<file path="config.mk">
export PLATFORM = sky130hd
export DESIGN_NAME = cpu_fetch
export DESIGN_NICKNAME = d
export VERILOG_FILES = /design/src/rtl/cpu_fetch.sv
export SDC_FILE = /design/constraint.sdc
export NUM_CORES = 1
export LEC_CHECK = 0
export BUFFER_PORTS_ARGS = -buffer_cell sky130_fd_sc_hd__buf_2
export CAP_MARGIN = 20
export CORE_MARGIN = 4
export CORE_UTILIZATION = 32
export CTS_CLUSTER_SIZE = 20
export DETAILED_ROUTE_END_ITERATION = 10
export GPL_ROUTABILITY_DRIVEN = 0
export GPL_TIMING_DRIVEN = 0
export HOLD_SLACK_MARGIN = 0.12
export PLACE_DENSITY = 0.54
export SYNTH_ARGS = -nofsm -noshare
export SYNTH_HDL_FRONTEND = slang
export SYNTH_SLANG_ARGS = --single-unit
</file>
<file path="constraint.sdc">
create_clock -name i_clock -period 5.96 [get_ports i_clock]
set_input_delay 0.298 -clock i_clock [delete_from_list [all_inputs] [get_ports i_clock]]
set_output_delay 0.298 -clock i_clock [all_outputs]
set_load 0.01 [all_outputs]
</file>
<file path="src/rtl/cpu_fetch.sv">
`default_nettype none
// ============================================================================
//  Module   : cpu_fetch
//  Brief    : Instruction fetch stage; owns the PC, reads instructions over a
//             request/ready bus and publishes them to decode via a strobe.
//  Revision : 1.0 - initial release
// ============================================================================

package cpu_fetch_pkg;
    typedef struct packed {
        logic [31:0] pc;
        logic [31:0] instruction;
        logic [4:0]  inst_rs1;
        logic [4:0]  inst_rs2;
        logic [4:0]  inst_rs3;
        logic [4:0]  inst_rd;
        logic        strobe;
    } fetch_data_t;
endpackage

module cpu_fetch #(
    parameter logic [31:0] RESET_VECTOR = 32'h0000_0000
) (
    input  logic                       i_reset,
    input  logic                       i_clock,
    output logic                       o_fault,
    output logic                       o_bus_request,
    output logic [31:0]                o_bus_address,
    input  logic                       i_bus_ready,
    input  logic [31:0]                i_bus_rdata,
    input  logic                       i_busy,
    input  logic                       i_jump,
    input  logic [31:0]                i_jump_pc,
    output cpu_fetch_pkg::fetch_data_t o_data
);

    localparam logic [2:0] S_RESET   = 3'd0;
    localparam logic [2:0] S_REQUEST = 3'd1;
    localparam logic [2:0] S_DISCARD = 3'd2;
    localparam logic [2:0] S_WAIT    = 3'd3;
    localparam logic [2:0] S_FAULT   = 3'd4;

    logic [2:0]                 r_state;
    logic [2:0]                 w_state_next;
    logic [31:0]                r_pc;
    logic [31:0]                w_pc_next;
    logic [31:0]                r_target;
    logic [31:0]                w_target_next;
    logic                       r_bus_request;
    logic                       w_bus_request_next;
    logic                       r_fault;
    logic                       w_fault_next;
    logic                       w_accept;
    logic                       w_jump_bad;
    cpu_fetch_pkg::fetch_data_t r_data;
    cpu_fetch_pkg::fetch_data_t w_data_next;

    logic [6:0] w_opcode;
    logic [2:0] w_funct3;
    logic [4:0] w_rs1;
    logic [4:0] w_rs2;
    logic [4:0] w_rs3;
    logic [4:0] w_rd;

    assign w_jump_bad = i_jump && (i_jump_pc[1:0] != 2'b00);
    assign w_opcode   = i_bus_rdata[6:0];
    assign w_funct3   = i_bus_rdata[14:12];

    // Unused fields stay zero so decode can OR-reduce them into have_rs.
    always_comb begin : p_fields
        w_rs1 = 5'd0;
        w_rs2 = 5'd0;
        w_rs3 = 5'd0;
        w_rd  = 5'd0;
        case (w_opcode)
            7'b0110111, 7'b0010111, 7'b1101111: begin
                w_rd = i_bus_rdata[11:7];
            end
            7'b1100111, 7'b0000011, 7'b0010011: begin
                w_rs1 = i_bus_rdata[19:15];
                w_rd  = i_bus_rdata[11:7];
            end
            7'b1100011, 7'b0100011: begin
                w_rs1 = i_bus_rdata[19:15];
                w_rs2 = i_bus_rdata[24:20];
            end
            7'b0110011: begin
                w_rs1 = i_bus_rdata[19:15];
                w_rs2 = i_bus_rdata[24:20];
                w_rd  = i_bus_rdata[11:7];
            end
            7'b1000011, 7'b1000111, 7'b1001011, 7'b1001111: begin
                w_rs1 = i_bus_rdata[19:15];
                w_rs2 = i_bus_rdata[24:20];
                w_rs3 = i_bus_rdata[31:27];
                w_rd  = i_bus_rdata[11:7];
            end
            7'b1110011: begin
                if (w_funct3 != 3'b000) begin
                    w_rd = i_bus_rdata[11:7];
                    if (!w_funct3[2]) begin
                        w_rs1 = i_bus_rdata[19:15];
                    end
                end
            end
            default: begin
            end
        endcase
    end

    always_ff @(posedge i_clock) begin : p_state_reg
        if (i_reset) begin
            r_state       <= S_RESET;
            r_pc          <= RESET_VECTOR;
            r_target      <= RESET_VECTOR;
            r_bus_request <= 1'b0;
            r_fault       <= 1'b0;
            r_data        <= '0;
        end else begin
            r_state       <= w_state_next;
            r_pc          <= w_pc_next;
            r_target      <= w_target_next;
            r_bus_request <= w_bus_request_next;
            r_fault       <= w_fault_next;
            r_data        <= w_data_next;
        end
    end

    always_comb begin : p_next_state
        w_state_next  = r_state;
        w_pc_next     = r_pc;
        w_target_next = r_target;
        w_fault_next  = r_fault;
        w_accept      = 1'b0;
        case (r_state)
            S_RESET: begin
                w_state_next = S_REQUEST;
            end
            S_REQUEST: begin
                if (w_jump_bad) begin
                    w_state_next = S_FAULT;
                    w_fault_next = 1'b1;
                end else if (i_jump) begin
                    // A read cannot be cancelled: finish it, then drop its data.
                    if (i_bus_ready) begin
                        w_pc_next = i_jump_pc;
                    end else begin
                        w_target_next = i_jump_pc;
                        w_state_next  = S_DISCARD;
                    end
                end else if (i_bus_ready) begin
                    w_accept     = 1'b1;
                    w_pc_next    = r_pc + 32'd4;
                    w_state_next = i_busy ? S_WAIT : S_REQUEST;
                end
            end
            S_DISCARD: begin
                if (w_jump_bad) begin
                    w_state_next = S_FAULT;
                    w_fault_next = 1'b1;
                end else begin
                    if (i_jump) begin
                        w_target_next = i_jump_pc;
                    end
                    if (i_bus_ready) begin
                        w_pc_next    = i_jump ? i_jump_pc : r_target;
                        w_state_next = S_REQUEST;
                    end
                end
            end
            S_WAIT: begin
                if (w_jump_bad) begin
                    w_state_next = S_FAULT;
                    w_fault_next = 1'b1;
                end else begin
                    if (i_jump) begin
                        w_pc_next = i_jump_pc;
                    end
                    if (!i_busy) begin
                        w_state_next = S_REQUEST;
                    end
                end
            end
            S_FAULT: begin
            end
            default: begin
                w_state_next = S_RESET;
            end
        endcase
    end

    always_comb begin : p_outputs
        // In FAULT an in-flight read is still held until the bus completes it.
        w_bus_request_next = (w_state_next == S_REQUEST) || (w_state_next == S_DISCARD) ||
                             ((w_state_next == S_FAULT) && r_bus_request && !i_bus_ready);
        w_data_next = r_data;
        if (w_accept) begin
            w_data_next.pc          = r_pc;
            w_data_next.instruction = i_bus_rdata;
            w_data_next.inst_rs1    = w_rs1;
            w_data_next.inst_rs2    = w_rs2;
            w_data_next.inst_rs3    = w_rs3;
            w_data_next.inst_rd     = w_rd;
            w_data_next.strobe      = ~r_data.strobe;
        end
    end

    assign o_fault       = r_fault;
    assign o_bus_request = r_bus_request;
    assign o_bus_address = r_pc;
    assign o_data        = r_data;

endmodule
`default_nettype wire

</file>
==> results.cfg <==
[clocking]
clock_latency_ns = 0.43
cts.htree.levels = 4
cts_root_buffer = clkbuf_16
clock_sinks = 154
post_cts_buffers = 0
hold_buffers = 26
cts_buffers = 17
tritoncts = built
cts_buffer_depth = 2
clk_pin_slew_ns = 0.07
cts_resized = 0

[synthesis]
yosys_warnings = 0
synthArstFlopShare_pct = 0
synth_nets = 900
synthCells = 830
synth_edf_count = 0
syn_avg_cell_area_um2 = 8.24
synth_area_um2 = 6840
yosysSeqAreaShare_pct = 45.1
synth-main-ff-cell = dfxtp_1
ys_ff_latch = 154
synth_cell_types = 74

[final_layout]
fillers = 2219
fin_cells = 1348
area_growth_pct = 31.0
drive_above_1_share_pct = 24.4
num-nets-final = 1130
diodes = 0
post-route-util_pct = 42.6

[timing]
setup_viol = 0
max_freq_ghz = 0.397
tns_ns = 0
hold_viol_final = 0
fin_crit_ns = 2.52
worst_pin_slew_ns = 0.761
fin_hold_ws_ns = 0.129
post-route-period-util_pct = 42.3
max-slew-margin-rel_pct = 49.1
grt_setup_unrepaired = no
drv_slew = 0
fin_skew_ns = 0.0103

[worst_setup_path]
crit_required_ns = 6.32
worst_setup_path_start_kind = register
cp-end-kind = register
critical_path_arrival_ns = 2.88
cp_max_fo = 10
worstSetupPathType = register to register

[floorplan]
die_y_um = 154
fp-row-count = 53
io_pins = 188
die-area_um2 = 23800
die_w_um = 154
initial_core_util_pct = 32.5
coreArea_um2 = 21000

[drt]
routed_wl_um = 25800
num_vias = 7093
wl_per_cell_um = 19.1
viasPerCell = 5.26
drtIter0Drc = 679
dr.pass1.iters = 6
drc = 0
ant_nets = 0

[hold_path]
hp-class = input port to register

[global_route]
overflow = 0
grt_max_degree = 17
antenna_found_initial = 0
grt_first_pass_wirelength_um = 39400
grt_pass1_vias = 6710
grt_usage_pct = 21.2

[job]
maxCapViolCount = 0

[power_and_ir_drop]
peakVddDrop_uv = 153
p_leak_nw = 3.81
p_per_area_nw_per_um2 = 275

[run_status]
status = complete, no violations

[place]
dp.cells = 1290
port-buffer-count = 185
dp_hpwl_um = 19200
==> where the power goes <==
part           internal (mW)  switching, mW
clock                  0.652          0.441
combinational          0.109          0.176
sequential              1.06         0.0279
==> final timing paths <==
path | start | to | slack, ns | depth (start not counted)
max | o_bus_address[2] | o_bus_address[30] | 3.44 | 7
min | i_jump_pc[4] | r_target[4] | 0.13 | 3
max reg2reg | o_bus_address[2] | o_bus_address[30] | 3.44 | 7
min reg2reg | o_data[73] | o_data[73] | 0.45 | 2
==> cells in the mapped netlist (6+ instances only) <==
library cell	n	area share, %
a21oi_1	108	7.9
buf_6	7	1.2
o22ai_1	6	0.55
a211oi_1	8	0.88
nor2_1	70	3.8
and3_1	7	0.64
nor3_1	16	1.2
mux2i_1	31	4.5
buf_2	15	1.1
clkbuf_1	35	1.9
o21ai_0	35	2.6
a22o_1	7	0.90
nand4_1	10	0.91
a22oi_1	16	1.8
dfxtp_1	154	45
inv_1	7	0.38
nand3_1	18	1.3
nand2_1	167	9.2
==> worst max-delay path, stage by stage, from the launching register on <==
cell	delay (ns)
dfxtp_1	0.62
ha_1	0.37
and4_1	0.24
buf_6	0.14
nand4_4	0.18
or4_4	0.54
o31ai_2	0.22
o2bb2ai_1	0.13
==> state kept, by name (all words and copies together) (netlist names) <==
name	cells
o_bus_address	32
o_bus_request	1
o_data	85
o_fault	1
r_state	3
r_target	32
==> kinds of logic (layout without fill, tap and decap cells) <==
group                      Yosys count  count (layout)  synth area share [%]
adders and majority gates            1               1                 0.183
and+or+nand+nor                    329             329                  21.9
buffers and inverters               69             312                  5.09
muxes                               33              33                  4.87
xor gates and xnor gates             3               3                 0.384
AOI/OAI and AO/OA                  241             241                  22.5
DFF                                154             154                  45.1
==> metrics by stage <==
stage | worst slack, ns | total power [mW] | cell area, um^2
floorplan | 3.94 | 1.25 | 6840
global route | 3.34 | 2.56 | 8960
finish | 3.44 | 2.46 | 8960
detailed placement | 3.51 | 1.38 | 8110
global placement | 3.53 | 1.38 | 8110
CTS | 3.49 | 2.48 | 8960
==> routing by layer <==
| metal | global-route usage, % | vias up | part of all wire [%] |
|---|---|---|---|
| met5 | 0 | - | 0 |
| met4 | 8.12 | 0 | 2.9 |
| met3 | 4.03 | 44 | 5.2 |
| met2 | 34.0 | 258 | 47 |
| met1 | 28.3 | 3363 | 45 |
| li1 | - | 3428 | - |
==> area by class of cell <==
class	count	area [um^2]	share of cell area, %
clock inverter	9	114	1.27
multi-input combinational	607	3410	38.0
buffer	62	322	3.59
tap	275	344	3.84
sequential	154	3080	34.4
timing repair buffer	211	1190	13.2
inverter	7	26.3	0.293
clock buffer	23	478	5.33
==> layout by cell type (no fill, tap or decap), drive strengths merged, types with 9 or more instances in the layout <==
master	instances
a21oi	108
a22oi	16
mux2i	31
and3	9
nor3	16
o21ai	35
nand3	18
dlygate4sd3	26
nand2	167
nand4	11
nor2	70
clkbuf	59
dfxtp	154
buf	211
Note: power is estimated with default switching activity, not from simulation.
